### config.mk
export PLATFORM = sky130hd
export DESIGN_NAME = serial_addsub
export DESIGN_NICKNAME = d
export VERILOG_FILES = /design/src/rtl/serial_addsub.sv
export SDC_FILE = /design/constraint.sdc
export NUM_CORES = 1
export LEC_CHECK = 0
export ABC_AREA = 1
export CAP_MARGIN = 20
export CORE_UTILIZATION = 40
export CTS_CLUSTER_DIAMETER = 50
export DETAILED_ROUTE_END_ITERATION = 7
export GPL_TIMING_DRIVEN = 0
export PLACE_DENSITY = 0.68
export SYNTH_ARGS = -nofsm -noshare
export SYNTH_HDL_FRONTEND = slang
export SYNTH_SLANG_ARGS = --single-unit
### constraint.sdc
create_clock -name clk -period 3.6 [get_ports clk]
set_input_delay 0.72 -clock clk [delete_from_list [all_inputs] [get_ports clk]]
set_output_delay 0.72 -clock clk [all_outputs]
set_load 0.01 [all_outputs]
### src/rtl/serial_addsub.sv
// Digit-serial WIDTH-bit adder/subtractor, DIGIT bits per cycle LSB-first with registered carry.
// Define SERIAL_ADDSUB_SEXT_EN to add a sign-extended immediate alternative for operand B.
module serial_addsub #(
  parameter int WIDTH     = 32,
  parameter int DIGIT     = 1,
  parameter int IMM_WIDTH = 16
) (
  input  logic                 clk,
  input  logic                 rst,
  input  logic                 in_valid,
  output logic                 in_ready,
  input  logic [WIDTH-1:0]     a,
  input  logic [WIDTH-1:0]     b,
  input  logic                 sub,
`ifdef SERIAL_ADDSUB_SEXT_EN
  input  logic                 use_imm,
  input  logic [IMM_WIDTH-1:0] b_imm,
`endif
  output logic                 out_valid,
  input  logic                 out_ready,
  output logic [WIDTH-1:0]     result,
  output logic                 carry_out,
  output logic                 overflow,
  output logic                 zero
);

  localparam int N  = WIDTH / DIGIT;
  localparam int CW = (N > 1) ? $clog2(N) : 1;

  if (DIGIT < 1 || (WIDTH % DIGIT) != 0 || IMM_WIDTH >= WIDTH) begin : g_bad_cfg
    $error("serial_addsub: illegal parameter combination");
  end

  typedef enum logic [1:0] {IDLE, RUN, DONE} state_t;

  state_t            state_q, state_d;
  logic [WIDTH-1:0]  a_q, a_d, b_q, b_d;
  logic              carry_q, carry_d;
  logic [CW-1:0]     cnt_q, cnt_d;
  logic [WIDTH-1:0]  result_q, result_d;
  logic              cout_q, cout_d, ovf_q, ovf_d, zero_q, zero_d;

  logic [WIDTH-1:0]  b_sel;
  logic [DIGIT:0]    dsum;
  logic              cin_msb;
  logic              last;
  logic [WIDTH-1:0]  a_shift;

  // Sum digits enter the A shift register from the top as A's digits leave the bottom,
  // so after N steps a_q holds the full result.
  always_comb begin
    b_sel = b;
`ifdef SERIAL_ADDSUB_SEXT_EN
    if (use_imm) b_sel = {{(WIDTH-IMM_WIDTH){b_imm[IMM_WIDTH-1]}}, b_imm};
`endif
    dsum    = {1'b0, a_q[DIGIT-1:0]} + {1'b0, b_q[DIGIT-1:0]} + (DIGIT+1)'(carry_q);
    cin_msb = dsum[DIGIT-1] ^ a_q[DIGIT-1] ^ b_q[DIGIT-1];
    last    = (cnt_q == CW'(N-1));
    a_shift = (a_q >> DIGIT) | (WIDTH'(dsum[DIGIT-1:0]) << (WIDTH-DIGIT));
  end

  always_comb begin
    state_d  = state_q;
    a_d      = a_q;
    b_d      = b_q;
    carry_d  = carry_q;
    cnt_d    = cnt_q;
    result_d = result_q;
    cout_d   = cout_q;
    ovf_d    = ovf_q;
    zero_d   = zero_q;
    case (state_q)
      IDLE: begin
        if (in_valid) begin
          a_d     = a;
          b_d     = sub ? ~b_sel : b_sel;
          carry_d = sub;
          cnt_d   = '0;
          state_d = RUN;
        end
      end
      RUN: begin
        a_d     = a_shift;
        b_d     = b_q >> DIGIT;
        carry_d = dsum[DIGIT];
        cnt_d   = last ? '0 : cnt_q + CW'(1);
        if (last) begin
          result_d = a_shift;
          cout_d   = dsum[DIGIT];
          ovf_d    = cin_msb ^ dsum[DIGIT];
          zero_d   = (a_shift == '0);
          state_d  = DONE;
        end
      end
      DONE: begin
        if (out_ready) state_d = IDLE;
      end
      default: state_d = IDLE;
    endcase
  end

  always_ff @(posedge clk or posedge rst) begin
    if (rst) begin
      state_q  <= IDLE;
      a_q      <= '0;
      b_q      <= '0;
      carry_q  <= 1'b0;
      cnt_q    <= '0;
      result_q <= '0;
      cout_q   <= 1'b0;
      ovf_q    <= 1'b0;
      zero_q   <= 1'b0;
    end else begin
      state_q  <= state_d;
      a_q      <= a_d;
      b_q      <= b_d;
      carry_q  <= carry_d;
      cnt_q    <= cnt_d;
      result_q <= result_d;
      cout_q   <= cout_d;
      ovf_q    <= ovf_d;
      zero_q   <= zero_d;
    end
  end

  assign in_ready  = (state_q == IDLE);
  assign out_valid = (state_q == DONE);
  assign result    = result_q;
  assign carry_out = cout_q;
  assign overflow  = ovf_q;
  assign zero      = zero_q;

endmodule

==> reports/qor.txt, run 1 <==
Switch share - 33.5%
GP Congestion - 0.802
Layout area overhead - 32.3%
Residual DRC count - 18
Failing checks - design-rule violations
Final Cycle Share - 64.7%
Pwr per Cell Area - 699 nW/um2
Std cell rows - 39
Hold path depth - 2
Die area - 12300 um2
Fin. max-slew vios - 0
Clock latency on the worst-skew pair - 340 ps
# setup viols final - 0
Worst Path Buf+Inv - 1
Main combinational cell family by area after synthesis - compound AO/OA/AOI/OAI gates
Synth cell types - 22
Worst min-delay path category - register to register
P_int - 0.00293 W
Fmax - 429 MHz
Total gr overflow - 0
Die outline height - 111 um
Synth Area in Compound Gates - 15.1%
First-pass GRT wire length - 18600 um
Mapped cell area - 4760 um2
Final hold violation count - 0
Vias in the first global route - 3940
Hold slack - 486 ps
Post-CTS setup buffer count - 0
Clock skew - 8.97 ps
CTS tree - yes
Adder-cell share of the synthesized area - 0.946%
Seq cells post-synth - 107
Sink Count - 107
HPWL Detailed - 8160 um
Top_reg_cell synth - dfrtp_1
Final core utilization - 54.7%
Total CTS buffers - 9
Post-synth top cells - nand2_1 (153), dfrtp_1 (107), inv_1 (41)
Clock network fraction of design power - 21.2%
Max clock buf depth - 2
Peak VDD IR - 0.350 mV
First-pass detailed-route iteration total - 7
Worst path required time - 2880 ps
Initial antenna violation count - 0
Post-Syn Instances - 504
Vias per cell - 5.06
Post-CTS Hold Buffers - 0
Register area share after synthesis - 56.2%
Initial Util - 41.4%
DR WL/cell - 14.2 um
Clock transition at path regs - 70 ps
Setup TNS - 0 ps
CP peak stage delay - 590 ps
WS Path Type - register to output pin
Die W - 111 um
Reg power frac - 44.0%
Worst relative slew slack - 63.6%
Largest net degree at the start of global routing - 67
Routed vias - 3883
Synth top area share - 56.2%
Critical hold path startpoint - result[16]
RSZ-0062 raised after global routing - false
Core area - 11500 um2
CP Cell Sequence - nor2_1, clkdlybuf4s50_1
Routed wire length - 10900 um
CP Max Fanout - 6
Total GRT Usage - 18.4%
Status - complete, but fails checks
R2r worst-path depth - 8
Worst flop-to-flop path endpoint - result[10]
Post-route ant nets - 0
Top-count cell post-synth - nand2_1
Startpoint types - register
Slowest-stage cell, CP - clkdlybuf4s50_1
Ratio of cells with drive above 1 in the final layout - 5.92%
Avg Cell Area, Syn - 9.45 um2
Hold-critical path endpoint - result[16]
PostCTS Resize Cnt - 0
Synth Area in Simple Gates - 14.8%
I/O pin total - 106
Max cap viols - 0
Multiplexer area fraction after synthesis - 0%
Synth area leader - dfrtp_1
Arr. time, crit path - 1610 ps
Post-Syn Nets - 576
Share of async-settable or async-resettable flops after synthesis - 100%
CP endpoint kind - output pin
N_diodes - 0
Psw - 0.00147 W
Post-synthesis xor/xnor area fraction - 6.62%
Fillers - 1048
EDFF count, synth - 0
Root buf cell - clkbuf_16
# nets final - 692
Buffers on Ports - 104
H-tree levels - 3
Worst R2R Setup Slack - 1600 ps
Yosys warnings - 0
Minimum clock period - 2330 ps
CP top delay family - buffers and inverters
Worst r2r src - cnt_q[0]
Power after layout - 0.00440 W
Worst-margin pin slew - 546 ps
Iter 0 DRT Violations - 211
Pleak - 2.71 nW
Top post-synthesis cells by area - dfrtp_1 (56%), nand2_1 (12%), xnor2_1 (6.3%), o221ai_1 (5.5%), o211ai_1 (5.2%)
Combinational Power Share - 34.8%
==> kinds of logic (layout without fill, tap and decap cells) <==
family                     Yosys count  count (layout)
adders and majority gates            3               3
and+or+nand+nor                    184             184
buffers and inverters               72             193
AOI/OAI and AO/OA                  102             102
xor gates and xnor gates            36              36
DFF                                107             107
==> flip-flops by register name, indices dropped and copies added, names as in the netlist <==
register   cells
cnt_q          5
carry_q        1
b_q           32
result        32
state_q        2
carry_out      1
zero           1
a_q           32
overflow       1
==> routing by layer <==
layer	track usage, %	vias to the layer above	wire [um]
li1	-	1906	-
met1	24.6	1850	4870
met2	31.4	117	5270
met3	3.28	10	653
met4	4.23	0	108
met5	0	-	0
==> layout by cell type, fill, tap and decap left out, drive strengths merged <==
master	Yosys	layout
nand2	155	155
dfrtp	107	107
clkdlybuf4s50	0	104
inv	41	43
xnor2	34	34
o21ai	33	33
o211ai	33	33
o221ai	30	30
buf	21	22
nor2	20	20
clkbuf	9	19
nand3	9	9
clkinv	1	4
a22o	2	2
xor2	2	2
o22ai	2	2
ha	2	2
o21bai	1	1
o31ai	1	1
fa	1	1
clkinvlp	0	1
==> power groups by stage <==
stage / clock network, W / registers, W / logic (W)
after floorplan: 0 / 0.00197 / 0.000880
after global placement: 0 / 0.00194 / 0.00149
after detailed placement: 0 / 0.00196 / 0.00154
after CTS: 0.000950 / 0.00194 / 0.00155
after global routing: 0.000987 / 0.00200 / 0.00172
final: 0.000933 / 0.00194 / 0.00153
==> final cells by class <==
class | instances | area [um2] | area share [%]
multi-input combinational | 325 | 1790 | 28.4
sequential | 107 | 2680 | 42.5
clock buffer | 10 | 239 | 3.79
buffer | 30 | 139 | 2.21
timing repair buffer | 105 | 1070 | 17.0
inverter | 42 | 160 | 2.54
tap | 143 | 179 | 2.84
clock inverter | 6 | 47.5 | 0.755
==> worst max-delay path by stage <==
stage	start	endpoint	slack, ps	depth (start not counted)
CTS	state_q[0]	in_ready	1270	2
detailed placement	in_valid	a_q[27]	1330	6
finish	state_q[0]	in_ready	1270	2
global route	state_q[0]	in_ready	1220	2
global placement	rst	result[4]	-1370	2
floorplan	rst	a_q[0]	60	1
==> per-stage QoR <==
step	std cells	setup WS, ps	area (um2)
floorplan	504	62.8	4760
global placement	751	-1370	5980
detailed placement	752	1330	6010
CTS	768	1270	6300
global route	768	1220	6300
finish	768	1270	6300
==> worst register-to-register path, delay by kind of cell, from the launching register on <==
family / cells / cell delay, ps
adders and majority gates: 2 / 430
AOI/OAI and AO/OA: 1 / 130
buffers and inverters: 2 / 560
DFF: 1 / 420
and+or+nand+nor: 3 / 340
(Power assumes the default switching activity.)
==> inputs of run 2 (changes only) <==
--- a/config.mk
+++ b/config.mk
@@ -11,7 +11,7 @@
 export CTS_CLUSTER_DIAMETER = 50
 export DETAILED_ROUTE_END_ITERATION = 7
 export GPL_TIMING_DRIVEN = 0
-export PLACE_DENSITY = 0.68
+export PLACE_DENSITY = 0.66
 export SYNTH_ARGS = -nofsm -noshare
 export SYNTH_HDL_FRONTEND = slang
 export SYNTH_SLANG_ARGS = --single-unit
==> constraint.sdc (replaced) <==
create_clock -name clk -period 2.4 [get_ports clk]
set_input_delay 0.48 -clock clk [delete_from_list [all_inputs] [get_ports clk]]
set_output_delay 0.48 -clock clk [all_outputs]
set_load 0.01 [all_outputs]
==> reports/qor.txt, run 2 (synthesis results as in run 1) <==
Status - complete, but fails checks
Failing checks - design-rule violations
Total CTS buffers - 9
Die outline height - 111 um
CP Cell Sequence - nor2_1, clkdlybuf4s50_1
Total GRT Usage - 18.7%
Ratio of cells with drive above 1 in the final layout - 5.91%
GP Congestion - 0.794
Worst relative slew slack - 41.4%
Final hold violation count - 0
Most frequent cells in the layout - nand2_1 (153), dfrtp_1 (107), clkdlybuf4s50_1 (104)
# setup viols final - 0
Routed vias - 3830
# nets final - 693
Initial Util - 41.4%
Routed wire length - 10900 um
Die W - 111 um
Worst path required time - 1920 ps
DR WL/cell - 14.2 um
Peak VDD IR - 0.432 mV
Worst-margin pin slew - 877 ps
Arr. time, crit path - 1590 ps
Max clock buf depth - 2
Worst slack, placed - 346 ps
Pleak - 2.71 nW
Fin. max-slew vios - 0
Worst min-delay path category - register to register
Multi-input gate area in the final layout - 1790 um2
N_diodes - 0
Register area - 2680 um2
Startpoint types - register
Std cell rows - 39
First-pass GRT wire length - 18500 um
Fillers - 1087
I/O pin total - 106
H-tree levels - 3
Largest net degree at the start of global routing - 39
Post-route ant nets - 0
Post-CTS setup buffer count - 0
Vias per cell - 4.98
CTS tree - yes
Worst Path Buf+Inv - 1
HPWL Detailed - 8210 um
Fmax - 483 MHz
Final Cycle Share - 86.3%
Sink Count - 107
Post-CTS Hold Buffers - 0
Commonest non-fill, non-tap cell in the layout - nand2_1
Minimum clock period - 2070 ps
Pwr per Cell Area - 1060 nW/um2
PostCTS Resize Cnt - 0
Core area - 11500 um2
Clock latency on the worst-skew pair - 340 ps
Finished Cell Area - 6330 um2
First-pass detailed-route iteration total - 7
Vias in the first global route - 3863
Initial antenna violation count - 0
Max cap viols - 0
Slowest-stage cell, CP - clkdlybuf4s50_1
Placed Area - 6030 um2
Buffers on Ports - 104
Setup ws final - 328 ps
Clock transition at path regs - 70 ps
RSZ-0062 raised after global routing - false
Layout area overhead - 32.9%
Die area - 12300 um2
CP top delay family - buffers and inverters
Clock skew - 10.8 ps
WS Path Type - register to output pin
Iter 0 DRT Violations - 196
Total gr overflow - 0
CP endpoint kind - output pin
Residual DRC count - 20
Final core utilization - 54.9%
CP Max Fanout - 6
CP peak stage delay - 580 ps
Root buf cell - clkbuf_16
Power after layout - 0.00668 W
[run 2: cell type report]
cell class                 instances  share of cell area, %
clock inverter                     6                   1.15
sequential                       107                   42.3
multi-input combinational        325                   28.3
tap                              143                   2.83
timing repair buffer             106                   17.1
inverter                          42                   2.55
clock buffer                      10                   3.62
buffer                            30                   2.19
[run 2: final timing paths]
| path | cells past startpoint | start | endpoint | slack [ps] |
|---|---|---|---|---|
| max | 2 | state_q[0] | in_ready | 330 |
| min | 2 | result[28] | result[28] | 480 |
| max reg2reg | 8 | cnt_q[0] | result[7] | 460 |
| min reg2reg | 2 | result[28] | result[28] | 480 |
| max in group asynchronous | 3 | rst | result[11] | 1080 |
| min in group asynchronous | 2 | rst | result[25] | 660 |
[run 2: routing by layer]
layer  up-vias  share of wire [%]  track usage (%)
met5         -                  0                0
met3         6                5.4             3.34
li1       1905                  -                -
met2        97                 48             31.2
met1      1822                 45             24.9
met4         0               0.66             5.77
[run 2: worst reg2reg max path, stage by stage (launching register included)]
cell,delay [ps]
dfrtp_1,410
ha_1,240
nand2_1,70
nor2_1,40
ha_1,190
nand3_1,200
buf_2,270
buf_2,280
o21ai_0,110
[run 2: per-stage QoR]
| step | TNS [ps] | hold slack, ps | cells |
|---|---|---|---|
| 3_5_place_dp | 0 | 473 | 753 |
| 6_report | 0 | 484 | 769 |
| 2_1_floorplan | 0 | 459 | 504 |
| 3_3_place_gp | -40050 | 466 | 751 |
| 4_1_cts | 0 | 491 | 769 |
| 5_1_grt | 0 | 507 | 769 |
[run 2: power by group]
| part | internal, W | switching (W) |
|---|---|---|
| combinational | 0.00114 | 0.00116 |
| clock | 0.000821 | 0.000662 |
| sequential | 0.00251 | 0.000389 |
